$ cat src/rtl/c5_arb_pkg.sv
// c5_arb_pkg: shared state type and port constants for the c5 RAM arbiter.
package c5_arb_pkg;

   typedef enum logic {
      IDLE = 1'b0,
      BUSY = 1'b1
   } state_t;

   localparam logic PORT_IF  = 1'b0;
   localparam logic PORT_LS  = 1'b1;
   // Last-winner pointer after reset: pointing at port 1 favours port 0 first.
   localparam logic RST_LAST = 1'b1;

endpackage

$ cat src/rtl/c5_ram_arbiter_if.sv
// c5_ram_arbiter_if: requester, RAM and status signals of the c5 RAM arbiter.
interface c5_ram_arbiter_if #(
   parameter int WIDTH = 32,
   parameter int ADR_W = 32
);
   logic             I_m0_stb;
   logic [3:0]       I_m0_we;
   logic [ADR_W-1:0] I_m0_adr;
   logic [WIDTH-1:0] I_m0_dat;
   logic             O_m0_ack;
   logic [WIDTH-1:0] O_m0_dat;

   logic             I_m1_stb;
   logic [3:0]       I_m1_we;
   logic [ADR_W-1:0] I_m1_adr;
   logic [WIDTH-1:0] I_m1_dat;
   logic             O_m1_ack;
   logic [WIDTH-1:0] O_m1_dat;

   logic             O_ram_stb;
   logic [3:0]       O_ram_we;
   logic [ADR_W-1:0] O_ram_adr;
   logic [WIDTH-1:0] O_ram_dat;
   logic [WIDTH-1:0] I_ram_dat;

   logic             O_busy;

   modport slave (
      input  I_m0_stb, I_m0_we, I_m0_adr, I_m0_dat,
      input  I_m1_stb, I_m1_we, I_m1_adr, I_m1_dat,
      input  I_ram_dat,
      output O_m0_ack, O_m0_dat, O_m1_ack, O_m1_dat,
      output O_ram_stb, O_ram_we, O_ram_adr, O_ram_dat,
      output O_busy
   );

   modport master (
      output I_m0_stb, I_m0_we, I_m0_adr, I_m0_dat,
      output I_m1_stb, I_m1_we, I_m1_adr, I_m1_dat,
      output I_ram_dat,
      input  O_m0_ack, O_m0_dat, O_m1_ack, O_m1_dat,
      input  O_ram_stb, O_ram_we, O_ram_adr, O_ram_dat,
      input  O_busy
   );

endinterface

$ cat src/rtl/c5_rr_pick.sv
// c5_rr_pick: two-way request picker. C5_ARB_RR_EN selects round-robin ties;
// without it port 1 (load/store) always wins a tie.
module c5_rr_pick
   import c5_arb_pkg::*;
(
   input  logic [1:0] req,
   input  logic       last,
   output logic       gnt_valid,
   output logic       gnt_idx
);

   assign gnt_valid = |req;

`ifdef C5_ARB_RR_EN
   always_comb begin
      gnt_idx = PORT_IF;
      if (req == 2'b11) begin
         gnt_idx = ~last;
      end else if (req[1]) begin
         gnt_idx = PORT_LS;
      end
   end
`else
   logic unused_last;
   assign unused_last = last;

   always_comb begin
      gnt_idx = req[1] ? PORT_LS : PORT_IF;
   end
`endif

endmodule

$ cat src/rtl/c5_ram_arbiter.sv
// c5_ram_arbiter: shares one single-port byte-writable RAM between instruction fetch
// (port 0) and load/store (port 1). Define C5_ARB_RR_EN for round-robin tie-breaking.
module c5_ram_arbiter
   import c5_arb_pkg::*;
#(
   parameter int WIDTH = 32,
   parameter int ADR_W = 32
) (
   input logic             I_clk,
   input logic             I_rst_n,
   c5_ram_arbiter_if.slave bus
);

   state_t           state_q, state_d;
   logic             owner_q, owner_d;
   logic [ADR_W-1:0] adr_q, adr_d;
   logic             last_q;
   logic             gnt_valid, gnt_idx, issue;

   logic             ram_stb;
   logic [3:0]       ram_we;
   logic [ADR_W-1:0] ram_adr;
   logic [WIDTH-1:0] ram_dat;

   c5_rr_pick u_pick (
      .req       ({bus.I_m1_stb, bus.I_m0_stb}),
      .last      (last_q),
      .gnt_valid (gnt_valid),
      .gnt_idx   (gnt_idx)
   );

   // Never grant while reset is held, so a reset cycle cannot start a RAM access.
   assign issue = (state_q == IDLE) && gnt_valid && I_rst_n;

   // NOTE: state registers use non-blocking assignments so every flop samples pre-edge values.
   always_ff @(posedge I_clk) begin
      if (!I_rst_n) begin
         state_q <= IDLE;
         owner_q <= PORT_IF;
         adr_q   <= '0;
      end else begin
         state_q <= state_d;
         owner_q <= owner_d;
         adr_q   <= adr_d;
      end
   end

`ifdef C5_ARB_RR_EN
   always_ff @(posedge I_clk) begin
      if (!I_rst_n) begin
         last_q <= RST_LAST;
      end else if (issue) begin
         last_q <= gnt_idx;
      end
   end
`else
   assign last_q = RST_LAST;
`endif

   // NOTE: every output of this block gets a default first, so no path can infer a latch.
   always_comb begin
      state_d = state_q;
      owner_d = owner_q;
      adr_d   = adr_q;
      ram_stb = 1'b0;
      ram_we  = 4'b0000;
      ram_adr = adr_q;
      ram_dat = '0;
      case (state_q)
         IDLE: begin
            if (issue) begin
               ram_stb = 1'b1;
               ram_we  = gnt_idx ? bus.I_m1_we  : bus.I_m0_we;
               ram_adr = gnt_idx ? bus.I_m1_adr : bus.I_m0_adr;
               ram_dat = gnt_idx ? bus.I_m1_dat : bus.I_m0_dat;
               owner_d = gnt_idx;
               adr_d   = ram_adr;
               state_d = BUSY;
            end
         end
         BUSY:    state_d = IDLE;
         default: state_d = IDLE;
      endcase
   end

   assign bus.O_ram_stb = ram_stb;
   assign bus.O_ram_we  = ram_we;
   assign bus.O_ram_adr = ram_adr;
   assign bus.O_ram_dat = ram_dat;

   // Acks come from registered state; reset suppresses the ack of an abandoned access.
   assign bus.O_m0_ack = (state_q == BUSY) && I_rst_n && (owner_q == PORT_IF);
   assign bus.O_m1_ack = (state_q == BUSY) && I_rst_n && (owner_q == PORT_LS);
   assign bus.O_m0_dat = bus.I_ram_dat;
   assign bus.O_m1_dat = bus.I_ram_dat;
   assign bus.O_busy   = (state_q == BUSY);

endmodule

$ cat src/flat_wrapper.sv
// flat-port wrapper written by rule: the top's interface ports become plain ports
module c5_ram_arbiter_flat import c5_arb_pkg::*;
#(
   parameter int WIDTH = 32,
   parameter int ADR_W = 32
)
  (I_clk, I_rst_n, bus_I_m0_stb, bus_I_m0_we, bus_I_m0_adr, bus_I_m0_dat, bus_I_m1_stb, bus_I_m1_we, bus_I_m1_adr, bus_I_m1_dat, bus_I_ram_dat, bus_O_m0_ack, bus_O_m0_dat, bus_O_m1_ack, bus_O_m1_dat, bus_O_ram_stb, bus_O_ram_we, bus_O_ram_adr, bus_O_ram_dat, bus_O_busy);
  c5_ram_arbiter_if #(.WIDTH(WIDTH), .ADR_W(ADR_W)) bus_i ();
  input logic I_clk;
  input logic I_rst_n;
  input wire logic [$bits(bus_i.I_m0_stb)-1:0] bus_I_m0_stb;
  input wire logic [$bits(bus_i.I_m0_we)-1:0] bus_I_m0_we;
  input wire logic [$bits(bus_i.I_m0_adr)-1:0] bus_I_m0_adr;
  input wire logic [$bits(bus_i.I_m0_dat)-1:0] bus_I_m0_dat;
  input wire logic [$bits(bus_i.I_m1_stb)-1:0] bus_I_m1_stb;
  input wire logic [$bits(bus_i.I_m1_we)-1:0] bus_I_m1_we;
  input wire logic [$bits(bus_i.I_m1_adr)-1:0] bus_I_m1_adr;
  input wire logic [$bits(bus_i.I_m1_dat)-1:0] bus_I_m1_dat;
  input wire logic [$bits(bus_i.I_ram_dat)-1:0] bus_I_ram_dat;
  output wire logic [$bits(bus_i.O_m0_ack)-1:0] bus_O_m0_ack;
  output wire logic [$bits(bus_i.O_m0_dat)-1:0] bus_O_m0_dat;
  output wire logic [$bits(bus_i.O_m1_ack)-1:0] bus_O_m1_ack;
  output wire logic [$bits(bus_i.O_m1_dat)-1:0] bus_O_m1_dat;
  output wire logic [$bits(bus_i.O_ram_stb)-1:0] bus_O_ram_stb;
  output wire logic [$bits(bus_i.O_ram_we)-1:0] bus_O_ram_we;
  output wire logic [$bits(bus_i.O_ram_adr)-1:0] bus_O_ram_adr;
  output wire logic [$bits(bus_i.O_ram_dat)-1:0] bus_O_ram_dat;
  output wire logic [$bits(bus_i.O_busy)-1:0] bus_O_busy;
  assign bus_i.I_m0_stb = bus_I_m0_stb;
  assign bus_i.I_m0_we = bus_I_m0_we;
  assign bus_i.I_m0_adr = bus_I_m0_adr;
  assign bus_i.I_m0_dat = bus_I_m0_dat;
  assign bus_i.I_m1_stb = bus_I_m1_stb;
  assign bus_i.I_m1_we = bus_I_m1_we;
  assign bus_i.I_m1_adr = bus_I_m1_adr;
  assign bus_i.I_m1_dat = bus_I_m1_dat;
  assign bus_i.I_ram_dat = bus_I_ram_dat;
  assign bus_O_m0_ack = bus_i.O_m0_ack;
  assign bus_O_m0_dat = bus_i.O_m0_dat;
  assign bus_O_m1_ack = bus_i.O_m1_ack;
  assign bus_O_m1_dat = bus_i.O_m1_dat;
  assign bus_O_ram_stb = bus_i.O_ram_stb;
  assign bus_O_ram_we = bus_i.O_ram_we;
  assign bus_O_ram_adr = bus_i.O_ram_adr;
  assign bus_O_ram_dat = bus_i.O_ram_dat;
  assign bus_O_busy = bus_i.O_busy;
  c5_ram_arbiter #(.WIDTH(WIDTH), .ADR_W(ADR_W)) u_core (.I_clk(I_clk), .I_rst_n(I_rst_n), .bus(bus_i));
endmodule
$ cat config.mk
export PLATFORM = sky130hd
export DESIGN_NAME = c5_ram_arbiter_flat
export DESIGN_NICKNAME = d
export VERILOG_FILES = /design/src/rtl/c5_arb_pkg.sv /design/src/rtl/c5_ram_arbiter_if.sv /design/src/rtl/c5_rr_pick.sv /design/src/rtl/c5_ram_arbiter.sv /design/src/flat_wrapper.sv
export SDC_FILE = /design/constraint.sdc
export NUM_CORES = 1
export LEC_CHECK = 0
export ABC_AREA = 1
export CORE_AREA = 2 2 121 123
export DETAILED_ROUTE_END_ITERATION = 6
export DIE_AREA = 0 0 123 125
export PLACE_DENSITY = 0.67
export REMOVE_ABC_BUFFERS = 1
export SETUP_SLACK_MARGIN = 0.4
export SYNTH_ARGS = -nofsm -noshare
export SYNTH_HDL_FRONTEND = slang
export SYNTH_SLANG_ARGS = --single-unit
$ cat constraint.sdc
create_clock -name I_clk -period 1.1 [get_ports I_clk]
set_input_delay 0.11 -clock I_clk [delete_from_list [all_inputs] [get_ports I_clk]]
set_output_delay 0.11 -clock I_clk [all_outputs]
set_load 0.02 [all_outputs]
==> reports/results.ini <==
[critical_path]
cp-end-kind = output port
critPathKind = flip-flop to output port
cp-startpoint = u_core.bus.O_busy
ff2ff_path_depth = 13
cp_data_arrival_time_ns = 1.55
r2r_slack_ns = -0.49
reg2reg_to = u_core.adr_q[0]
worstPathRequired_ns = 0.99
r2r-start = u_core.bus.O_busy
critPathLaunchType = flip-flop
worstPathMaxFanout = 7

[power_and_ir_drop]
p_per_area_mw_per_mm2 = 903
p_leak_nw = 3.45
peakVddDrop_uv = 623

[drt]
via_count = 4125
via_per_inst = 4.17
ant_nets = 0
routed_wl_um = 18200
first_iter_violations = 133
wl_per_cell_um = 18.4
drc_errors = 0
drtPass1Iterations = 4

[cts]
root_buffer = clkbuf_16
h-tree-depth = 2
cts_tree = yes
clock-sinks = 34
ctsHoldBuffers = 0
insertion_delay_ns = 0.27
clkTransAtPathRegs_ns = 0.06
cts_buffer_depth = 2
cts_buffers = 5

[global_routing]
grt_pass1_wl_um = 24800
grt_max_degree = 50
grt_pass1_vias = 3988
track_usage_pct = 22.2
antenna_found_initial = 0
grt_overflow = 0

[floorplan]
ioPinCount = 308
std_cell_rows = 44
dieWidth_um = 123
die_h_um = 125
start_util_pct = 22.8
core_mm2 = 0.0142
dieArea_mm2 = 0.0154

[logic_synthesis]
synthFlopType = dfxtp_1
async_flop_share_pct = 0
synth_area_mm2 = 0.00324
ys_types = 15
synth_area_leader_cell = nand2_1
yosys.area.top_type_share_pct = 31.1
synth_common_cells = 269 x nand2_1, 130 x inv_1, 68 x buf_4
post_synth.cell_area_avg_um2 = 5.39
yosysWarningCount = 0
synth-edff-count = 0
synth_seq_cells = 34
synth_area_leaders = nand2_1 31%, dfxtp_1 21%, buf_4 16%, inv_1 15%, a21oi_2 5.4%
yosysMostFrequentCell = nand2_1
syn_inst = 602
yosysSeqAreaShare_pct = 21.0

[layout]
drive_gt1_share_pct = 36.8
fin_nets = 976
fin_cells = 989
antennaDiodeCount = 0
fillCellCount = 1412
area_delta_synth_final_pct = 106
fin_area_mm2 = 0.00669

[outcome]
failed_checks = negative setup slack
status = complete, but fails checks

[timing]
slew_viol_final = 0
setup_viol = 98
min_period_over_period_pct = 151
clock.fmax_ghz = 0.602
maxSlewHeadroom_pct = 66.9
worst_pin_slew_ns = 0.497
hold_viol_final = 0
fin_skew_ns = 0.00518
post-route-min-period_ns = 1.66
rsz0062_at_grt = yes
fin_tns_setup_ns = -36.69
fin_ws_ns = -0.560

[placed_design]
io_buffers = 211
dp_cells = 934
dp_hpwl_um = 13200
place.gp.congestion = 0.861
place_area_mm2 = 0.00525

[hold_path]
whs_endpoint = bus_O_m1_dat[3]
whs_path_depth = 0
hp-class = input port to output port
hold_path_startpoint = bus_I_ram_dat[3]

[run]
drv_cap = 0

flip-flops by register name, summed over array words and instances (netlist names):
register and cells:
u_core.owner_q 1, u_core.bus.O_busy 1, u_core.adr_q 32
cells by family after synthesis:
kind of cell           Yosys count  share of synthesized area [%]
AO/OA/AOI/OAI                   37                           8.02
buffers and inverters          224                           34.9
flip-flops                      34                           21.0
AND/OR/NAND/NOR                307                           36.1
repair_timing:
item | 4_1_cts | 5_1_grt
resized for setup | 476 | 139
gates cloned | 3 | 0
pin swaps | 13 | 19
endpoints found under the setup margin | 106 | 106
setup buffers | 32 | 12
report_power, final:
group / total (mW) / internal [mW] / switching, mW
clock network: 1.42 / 0.898 / 0.523
registers: 1.37 / 1.34 / 0.0330
logic: 3.24 / 1.72 / 1.52
worst max-delay path: stages (launching register included):
cell	delay, ns
dfxtp_4	0.36
inv_4	0.06
nand2_4	0.05
nor2_4	0.16
buf_12	0.13
buf_12	0.13
buf_6	0.12
nand2_4	0.05
nand2_4	0.06
inv_2	0.03
buf_6	0.12
through the flow:
| step | utilization (%) | worst slack [ns] | hold WS [ns] | power [mW] |
|---|---|---|---|---|
| 4_1_cts | 43.1 | -0.562 | 0.168 | 5.66 |
| 3_3_place_gp | 36.9 | -0.987 | 0.220 | 3.69 |
| 3_5_place_dp | 36.9 | -0.997 | 0.220 | 3.70 |
| 2_1_floorplan | - | -1.44 | 0.220 | 2.35 |
| 6_report | 47.1 | -0.560 | 0.220 | 6.03 |
| 5_1_grt | 47.1 | -0.622 | 0.220 | 6.40 |
layout make-up:
| type | count | area [um2] | area share (%) |
|---|---|---|---|
| tap | 184 | 230 | 3.44 |
| clock inverter | 1 | 5.00 | 0.0749 |
| inverter | 132 | 498 | 7.45 |
| clock buffer | 7 | 143 | 2.13 |
| timing repair buffer | 287 | 3080 | 46.0 |
| multi-input combinational | 344 | 2050 | 30.7 |
| sequential | 34 | 684 | 10.2 |
per-layer routing:
metal	global-route usage (%)	vias to the layer above	part of all wire [%]
li1	-	2036	-
met1	21.1	1785	33
met2	33.0	265	42
met3	17.7	37	18
met4	12.7	2	6.0
met5	5.26	-	0.31
worst max path at each step:
stage,to,slack [ns],cells past startpoint
6_report,bus_O_ram_adr[0],-0.56,10
5_1_grt,bus_O_ram_adr[0],-0.62,10
4_1_cts,bus_O_ram_dat[17],-0.56,7
3_5_place_dp,bus_O_ram_dat[3],-1.0,7
3_3_place_gp,bus_O_ram_dat[4],-0.99,7
2_1_floorplan,bus_O_ram_dat[0],-1.44,4
cell usage in the layout, fill, tap and decap left out:
| cell | count |
|---|---|
| buf_4 | 24 |
| inv_2 | 17 |
| buf_6 | 99 |
| clkbuf_8 | 1 |
| a21oi_2 | 13 |
| dfxtp_1 | 33 |
| nand2_2 | 44 |
| nor2_2 | 5 |
| clkdlybuf4s50_1 | 136 |
| o21ai_0 | 1 |
| nand2_4 | 28 |
| dlygate4sd2_1 | 3 |
| clkbuf_1 | 1 |
| a21oi_4 | 23 |
| nor2_1 | 24 |
| buf_2 | 8 |
| clkinv_2 | 1 |
| nor2_4 | 8 |
| buf_8 | 2 |
| inv_4 | 1 |
| inv_1 | 114 |
| buf_12 | 12 |
| dfxtp_4 | 1 |
| nor3_4 | 1 |
| buf_16 | 3 |
| nand2_1 | 197 |
| clkbuf_16 | 5 |
No activity file was read; power rests on OpenSTA's default activity.
